**config.mk**
```make
export PLATFORM = sky130hd
export DESIGN_NAME = mdu_hilo
export DESIGN_NICKNAME = d
export VERILOG_FILES = /design/src/rtl/mdu_pkg.sv /design/src/rtl/mdu_negate.sv /design/src/rtl/mdu_hilo.sv
export SDC_FILE = /design/constraint.sdc
export NUM_CORES = 1
export LEC_CHECK = 0
export CAP_MARGIN = 10
export CORE_UTILIZATION = 51
export DETAILED_ROUTE_END_ITERATION = 7
export PLACE_DENSITY_LB_ADDON = 0.2
export SYNTH_ARGS = -nofsm -noshare
export SYNTH_HDL_FRONTEND = slang
export SYNTH_SLANG_ARGS = --single-unit
```
**constraint.sdc**
```tcl
create_clock -name clk -period 4.1 [get_ports clk]
set_input_delay 0.41 -clock clk [delete_from_list [all_inputs] [get_ports clk]]
set_output_delay 0.41 -clock clk [all_outputs]
set_load 0.02 [all_outputs]
```
**src/rtl/mdu_pkg.sv**
```systemverilog
// Shared definitions for the HI/LO multiply/divide unit: op encodings, FSM states, default width.
package mdu_pkg;

   localparam int MDU_W = 32;

   typedef enum logic [2:0] {
      MDU_MULT  = 3'b000,
      MDU_MULTU = 3'b001,
      MDU_DIV   = 3'b010,
      MDU_DIVU  = 3'b011,
      MDU_MTHI  = 3'b100,
      MDU_MTLO  = 3'b101
   } mdu_op_e;

   typedef enum logic [1:0] {
      IDLE,
      RUN,
      FIX
   } mdu_state_e;

endpackage

```
**src/rtl/mdu_negate.sv**
```systemverilog
// Conditional two's-complement negate, used for operand magnitudes and result sign correction.
module mdu_negate #(
   parameter int W = 32
) (
   input  logic         neg,
   input  logic [W-1:0] a,
   output logic [W-1:0] y
);

   assign y = neg ? (~a + W'(1)) : a;

endmodule

```
**src/rtl/mdu_hilo.sv**
```systemverilog
// Iterative radix-2 multiply / restoring divide with HI/LO registers for the EX stage.
// Divide support is compiled in only when MDU_DIV_EN is defined; otherwise DIV/DIVU act as NOP.
module mdu_hilo
   import mdu_pkg::*;
#(
   parameter int N = MDU_W
) (
   input  logic         clk,
   input  logic         rst_n,
   input  logic         start,
   input  logic [2:0]   op,
   input  logic [N-1:0] A,
   input  logic [N-1:0] B,
   input  logic         mf_sel,
   output logic         busy,
   output logic         done,
   output logic [N-1:0] HI,
   output logic [N-1:0] LO,
   output logic [N-1:0] R
);

   localparam int CW = $clog2(N + 1);

   mdu_state_e     state, state_nx;
   logic [CW-1:0]  cnt;
   logic [2*N-1:0] acc;     // product accumulator, or remainder:quotient pair
   logic [N-1:0]   opnd;    // multiplicand magnitude, or divisor magnitude
   logic           sgn_q;

   logic           op_mul, op_div, op_signed, accept;
   logic           neg_a, neg_b;
   logic [N-1:0]   mag_a, mag_b;
   logic [N:0]     mul_sum;
   logic [2*N-1:0] mul_next, prod_fix;

   assign op_mul    = (op == MDU_MULT) || (op == MDU_MULTU);
   assign op_signed = (op == MDU_MULT) || (op == MDU_DIV);

`ifdef MDU_DIV_EN
   logic           is_div, sgn_r, b_zero;
   logic [N:0]     div_sh, div_diff;
   logic [2*N-1:0] div_next;
   logic [N-1:0]   quo_fix, rem_fix;

   assign op_div = (op == MDU_DIV) || (op == MDU_DIVU);
   assign b_zero = (B == '0);
   // Divide by zero runs on the raw dividend so the remainder comes out equal to A.
   assign neg_a  = op_signed && A[N-1] && !(op_div && b_zero);

   assign div_sh   = acc[2*N-1:N-1];
   assign div_diff = div_sh - {1'b0, opnd};
   assign div_next = div_diff[N] ? {div_sh[N-1:0], acc[N-2:0], 1'b0}
                                 : {div_diff[N-1:0], acc[N-2:0], 1'b1};

   mdu_negate #(.W(N)) u_neg_quo (.neg(sgn_q), .a(acc[N-1:0]),   .y(quo_fix));
   mdu_negate #(.W(N)) u_neg_rem (.neg(sgn_r), .a(acc[2*N-1:N]), .y(rem_fix));
`else
   assign op_div = 1'b0;
   assign neg_a  = op_signed && A[N-1];
`endif

   assign neg_b  = op_signed && B[N-1];
   assign accept = (state == IDLE) && start && (op_mul || op_div);

   mdu_negate #(.W(N))   u_neg_a    (.neg(neg_a), .a(A),   .y(mag_a));
   mdu_negate #(.W(N))   u_neg_b    (.neg(neg_b), .a(B),   .y(mag_b));
   mdu_negate #(.W(2*N)) u_neg_prod (.neg(sgn_q), .a(acc), .y(prod_fix));

   assign mul_sum  = {1'b0, acc[2*N-1:N]} + (acc[0] ? {1'b0, opnd} : '0);
   assign mul_next = {mul_sum, acc[N-1:1]};

   always_comb begin
      state_nx = state;
      case (state)
         IDLE:    if (accept) state_nx = RUN;
         RUN:     if (cnt == CW'(1)) state_nx = FIX;
         FIX:     state_nx = IDLE;
         default: state_nx = IDLE;
      endcase
   end

   always_ff @(posedge clk or negedge rst_n) begin
      if (!rst_n) state <= IDLE;
      else        state <= state_nx;
   end

   always_ff @(posedge clk or negedge rst_n) begin
      if (!rst_n) begin
         cnt   <= '0;
         acc   <= '0;
         opnd  <= '0;
         sgn_q <= 1'b0;
         HI    <= '0;
         LO    <= '0;
         done  <= 1'b0;
`ifdef MDU_DIV_EN
         is_div <= 1'b0;
         sgn_r  <= 1'b0;
`endif
      end else begin
         done <= (state == FIX);
         case (state)
            IDLE: begin
               if (accept) begin
                  cnt <= CW'(N);
`ifdef MDU_DIV_EN
                  is_div <= op_div;
                  sgn_r  <= op_div && op_signed && A[N-1] && !b_zero;
                  sgn_q  <= op_signed && (A[N-1] ^ B[N-1]) && !(op_div && b_zero);
                  acc    <= op_div ? {{N{1'b0}}, mag_a} : {{N{1'b0}}, mag_b};
                  opnd   <= op_div ? mag_b : mag_a;
`else
                  sgn_q  <= op_signed && (A[N-1] ^ B[N-1]);
                  acc    <= {{N{1'b0}}, mag_b};
                  opnd   <= mag_a;
`endif
               end else if (start && op == MDU_MTHI) begin
                  HI <= A;
               end else if (start && op == MDU_MTLO) begin
                  LO <= A;
               end
            end
            RUN: begin
               cnt <= cnt - CW'(1);
`ifdef MDU_DIV_EN
               acc <= is_div ? div_next : mul_next;
`else
               acc <= mul_next;
`endif
            end
            FIX: begin
`ifdef MDU_DIV_EN
               if (is_div) begin
                  HI <= rem_fix;
                  LO <= quo_fix;
               end else begin
                  {HI, LO} <= prod_fix;
               end
`else
               {HI, LO} <= prod_fix;
`endif
            end
            default: ;
         endcase
      end
   end

   assign busy = (state != IDLE);
   assign R    = mf_sel ? HI : LO;

endmodule

```
Word level (Yosys, flattened, before mapping):

Index checks and enable logic that the tools add are counted.

* add/sub/neg operators: 5
* $mul: 0
* divide/modulo/power cells: 0
* order comparisons: 0
* equality and inequality tests: 13
* shift-type cells: 0
* multiplexer cells: 19
* bitwise logic cells: 4
* reduce and logical (&&, ||, !) cells: 19

Operators with widths (count)
* 32-bit two-way mux: 9
* 64-bit two-way mux: 2
* 32-bit case mux with 2 select lines: 2
* 64-bit case mux with 2 select lines: 1
* 32-bit by 1-bit adder with 32-bit output, second input constant: 2
* 64-bit by 1-bit adder with 64-bit output, second input constant: 1
* 32-bit NOT: 2
* 64-bit NOT: 1
* 32-bit by 32-bit adder with 33-bit output: 1
* 6-bit case mux with 2 select lines: 1
* 2-bit inequality test, second input constant: 4
* 1-bit logical AND: 7
* 3-bit == test, second input constant: 2
* 6-bit by 1-bit == test with 1-bit output, second input constant: 1
* 6-bit two-way mux: 1
* 2-bit AND reduction: 3
* 2-bit nonzero test: 3
* 6-bit by 1-bit subtractor with 6-bit output, second input constant: 1
* 2-bit two-way mux: 2
* 2-bit by 1-bit inequality test with 1-bit output, second input constant: 2
* 2-bit case mux with 2 select lines: 1
* 4-bit AND reduction: 1
* 3-bit by 1-bit == test with 1-bit output, second input constant: 1
* 3-bit by 2-bit == test with 1-bit output, second input constant: 1
* other kinds (7): 8

* register bits after elaboration: 170
* latch bits: 0
* memory bits (writable): 0
* ROM bits: 0
* bits of input ports: 71
* output and inout bits: 98
* logic and storage cells: 68
* memories: 0

Depth between registers and ports, before layout:

* depth in word-level cells: 6
* depth in mapped cells: 12
* depth with buffers taken out: 11

Cells and area by module:

Synthesis repeated with hierarchy kept, for this count alone.

* cell total of the unflattened synthesis: 1455
* area, all modules: 12429.4 um^2

By module, submodules not included
* mdu_hilo: instances 1, cells an instance 1051, area each 9226.3 um^2, sequential area each 4254.1 um^2
* mdu_negate at u_neg_prod: instances 1, cells an instance 206, area each 1649.1 um^2, sequential area each 0.0 um^2
* mdu_negate at u_neg_a ...: instances 2, cells an instance 99, area each 777.0 um^2, sequential area each 0.0 um^2

Worst setup path after synthesis:

No wires, ideal clock.

* path kind: flip-flop to flip-flop
* from: register acc[0]
* to: register acc[61]
* setup time: 133 ps
* arrival: 2645 ps
* required time: 3967 ps
* path slack: 1322 ps
* cell stages (with the launch flop): 13
* buffers on the path: 1
* period minus slack after synthesis: 2778 ps
* cell sequence: dfrtp_1 -> clkbuf_1 -> and2_1 -> ha_1 -> inv_1 -> fa_1 -> nor2b_1 -> o31ai_1 -> a2111oi_0 -> o21ai_0 -> o31ai_1 -> xnor2_1 -> o21ai_0

* cells in the longest elaborated chain, start to end: 3

Ends and longest elaborated chain
* from (decl): line mdu_hilo.sv:26 `logic [2*N-1:0] acc;`
* from (signal assigned): line mdu_hilo.sv:114 `acc <= {{N{1'b0}}, mag_b};`
* from (signal assigned): line mdu_hilo.sv:128 `acc <= mul_next;`
* 32-bit two-way mux: line mdu_hilo.sv:69 `assign mul_sum = {1'b0, acc[2*N-1:N]} + (acc[0] ? {1'b0, opnd} : '0);`
* 32-bit by 32-bit adder with 33-bit output: line mdu_hilo.sv:69
* 64-bit case mux with 2 select lines: line mdu_hilo.sv:102 `case (state)`

No other way between the ends.
A chain may end at the register's enable or synchronous reset.

Worst setup path after layout:

* from: register acc[4]
* to: register HI[21]

* cells in the longest elaborated chain, start to end: 4

Ends and longest elaborated chain
* 64-bit NOT: line mdu_negate.sv:10 `assign y = neg ? (~a + W'(1)) : a;`
* 64-bit by 1-bit adder with 64-bit output: line mdu_negate.sv:10
* 64-bit two-way mux: line mdu_negate.sv:10
* 32-bit case mux with 2 select lines: line mdu_hilo.sv:102
* to (signal assigned): line mdu_hilo.sv:140 `{HI, LO} <= prod_fix;`
* to (decl): line mdu_hilo.sv:17 `output logic [N-1:0] HI,`

No other way between the ends.

==> impl_results.md <==
* Status: finished clean
* Total power draw at between 10 and 15 mW
* Diode count at 0
* Setup bufs post-CTS at 0
* Area growth from synthesis to layout at 20.3%
* Fmax at 0.299 GHz
* Via/cell ratio at approximately 6.4
* Syn Std Cell Area at 0.0119 mm²
* Congestion Overflow GR at 0
* Final-report max-slew violation count at 0
* Sequential share of power at between 30 and 40%
* Switching share of total power at between 40 and 50%
* CTS Buffer Depth at 2
* WL met3 at 3240 µm
* First-pass GRT wire length at 59,900 µm
* Fin. Hold Viols at 0
* Final nets at about 1,600
* Worst slew margin at approximately 25%
* Largest net degree at the start of global routing at around 100
* Pleak at a little under 6 nW
* Root Driver: clkbuf_16
* Post-DRT Antenna Nets at 0
* PortBufs at between 150 and 200
* Placed inst area at approximately 0.014 mm²
* Share of cells above drive strength 1 at between 7 and 8%
* # rows at 55
* Syn Nets at 1,502
* Number of global-route vias before repair at roughly 11,000
* Drt wl/cell at about 21 µm
* CP Max Fanout at 6
* Die ar. at between 0.02 and 0.025 mm²
* Pre-CTS setup slack at roughly 0.84 ns
* Mapped Avg Cell Area at roughly 8.5 µm²
* Setup tns final at 0 ns
* Clk Latency, worst-skew pair at about 0.45 ns
* Routed via count at between 10,000 and 15,000
* Final Wtd Congestion at between 0.9 and 1
* CTS H-tree depth at 4
* Logic pwr share at 49.9%
* Max-Cap Viols at 0
* Worst Path Class, Setup: reg2reg
* DRC at 0
* CTS tree: done
* Peak supply drop at roughly 480 µV
* Starting density of the core at a little over half
* CTS resizes at 0
* Drt total wl at between 30,000 and 40,000 µm
* Period Utilization, post-route at about four fifths
* Synth Register Bits at 170
* Detailed-router iteration count before antenna repair at 6
* Pwr dens at approximately 710 mW/mm²
* Synth Instances at approximately 1,400
* Clock-pin transition on the worst setup and hold timing paths at around 0.070 ns
* Total track usage at 32.3%
* Met1 wire length at between 15,000 and 20,000 µm
* Core area at 0.0227 mm²
* Crit. End Element: register
* Inserted Clock Buffers at 17
* Internal at about 5.6 mW
* DRT iter0 DRCs at approximately 1,200
* Ports at approximately 170
* Routed wl met2 at 17,200 µm
* DR top layer: met4
* Die W at between 150 and 200 µm
* Library cells used by synthesis at 76
* Clk pwr share at 16.3%
* Top_reg_cell synth: dfrtp_1
* Synth async-reset ratio at 100%
* Final Cell Area at roughly 0.014 mm²
* CTS Hold Bufs at 0
* Worst Path Required at 4.40 ns
* Final worst slack at between 0.7 and 0.8 ns
* Clock Sinks at 170
* Unrepaired setup endpoints after global routing: false
* DP Wirelength at 27,900 µm
* Initial antenna violation count at 0
* Clock Skew at approximately 0.013 ns
* Min-Delay Path Class: in2async
* Final setup violation count at 0
* CP arrival at between 3 and 4 ns
* Post-synth EDFFs at 0
* Startpoint Class: register
* Min cycle time layout at about 3.3 ns
* Synth Warn # at 0
* Seq/Total Area, Yosys at 35.8%
* Die Span Y at 155 µm
* Net Sw Power at ~4.6 mW
* Worst-margin pin slew at between 1 and 1.5 ns
* Final core occ at 62.9%
-- worst max-delay path: stages (launching register included) --
cell and delay (ns):
dfrtp_1 0.42, or4_1 0.60, nor4_1 0.75, and4b_1 0.49, nand3_1 0.24, or4_1 0.55
o211ai_1 0.10, a31oi_1 0.06
-- cells in the final DEF, fill, tap and decap left out, drive strengths merged, types with 11 or more instances in the layout --
cell type	Yosys	layout
o21ai	173	173
dfrtp	170	170
clkdlybuf4s50	1	167
nand2	141	141
nor2	95	95
xor2	72	72
a21oi	69	69
xnor2	55	55
a22oi	42	42
nand3	42	42
o31ai	39	39
ha	37	37
and2	36	36
mux2	34	34
inv	24	34
nor3	30	30
or3	21	21
nor4	19	19
clkbuf	72	19
and3	18	18
buf	11	16
nand4	12	12
or4	12	12
nand2b	11	11
nor2b	11	11
-- metal layers --
layer	vias to the layer above	GRT usage (%)
met5	-	0
li1	5328	-
met4	0	13.9
met3	100	5.72
met1	5593	43.9
met2	594	50.8
-- final timing paths --
kind	from	to	slack, ns	depth (start not counted)
max in group asynchronous	rst_n	HI[7]	3.07	2
worst max register to register	acc[4]	HI[21]	0.76	7
worst max-delay path	acc[4]	HI[21]	0.76	7
worst min-delay path	rst_n	acc[58]	0.04	1
min in group clk	opnd[31]	opnd[31]	0.48	2
worst min register to register	opnd[31]	opnd[31]	0.48	2
-- cells by family after synthesis --
family / Yosys count / synth area share (%)
adders and majority gates: 38 / 4.07
AOI/OAI and AO/OA: 439 / 23.4
DFF: 170 / 35.8
buffers and inverters: 110 / 3.85
xor gates and xnor gates: 127 / 9.37
muxes: 43 / 3.98
and+or+nand+nor: 466 / 19.5
-- cell usage after synthesis, types with 10 or more instances --
master | count | share of area [%]
o21ai_0 | 171 | 7.2
dfrtp_1 | 170 | 36
nand2_1 | 141 | 4.5
nor2_1 | 95 | 3.0
xor2_1 | 72 | 5.3
a21oi_1 | 69 | 2.9
clkbuf_1 | 69 | 2.2
xnor2_1 | 55 | 4.1
a22oi_1 | 42 | 2.7
nand3_1 | 41 | 1.7
o31ai_1 | 39 | 2.5
ha_1 | 37 | 3.9
and2_1 | 35 | 1.8
mux2_2 | 34 | 3.2
nor3_1 | 30 | 1.3
inv_1 | 24 | 0.76
or3_1 | 20 | 1.1
and3_1 | 18 | 0.95
nor4_1 | 18 | 0.95
nand4_1 | 12 | 0.63
nand2b_1 | 11 | 0.58
nor2b_1 | 11 | 0.58
a21o_1 | 10 | 0.63
buf_1 | 10 | 0.32
o22ai_1 | 10 | 0.53
o41ai_1 | 10 | 0.74
-- power by group through the flow --
stage | clock network, mW | registers (mW) | logic (mW)
finish | 1.66 | 3.43 | 5.08
detailed placement | 0 | 3.42 | 5.01
global route | 1.74 | 3.51 | 5.53
CTS | 1.68 | 3.40 | 5.05
global placement | 0 | 3.40 | 4.93
floorplan | 0 | 3.40 | 2.92
-- state kept, by name, summed over array words and instances, names as in the netlist --
register,flops
LO,32
done,1
acc,64
opnd,32
sgn_q,1
cnt,6
HI,32
state,2
-- stage by stage --
step	hold WS [ns]	cells
after detailed placement	0.460	1775
after global placement	0.458	1775
after floorplan	0.114	1393
after global routing	0.136	1807
final	0.0392	1807
after CTS	0.114	1807
-- layout make-up --
| type | count | area, µm² |
|---|---|---|
| flip-flops and latches | 170 | 4250 |
| well taps | 285 | 357 |
| fillers | 1965 | 8420 |
| repair buffers | 183 | 1810 |
| clock inverters | 13 | 145 |
| clock buffers | 19 | 453 |
| inverters | 24 | 90.1 |
| multi-input cells | 1113 | 7180 |
Power figures use the tool's default switching activity.
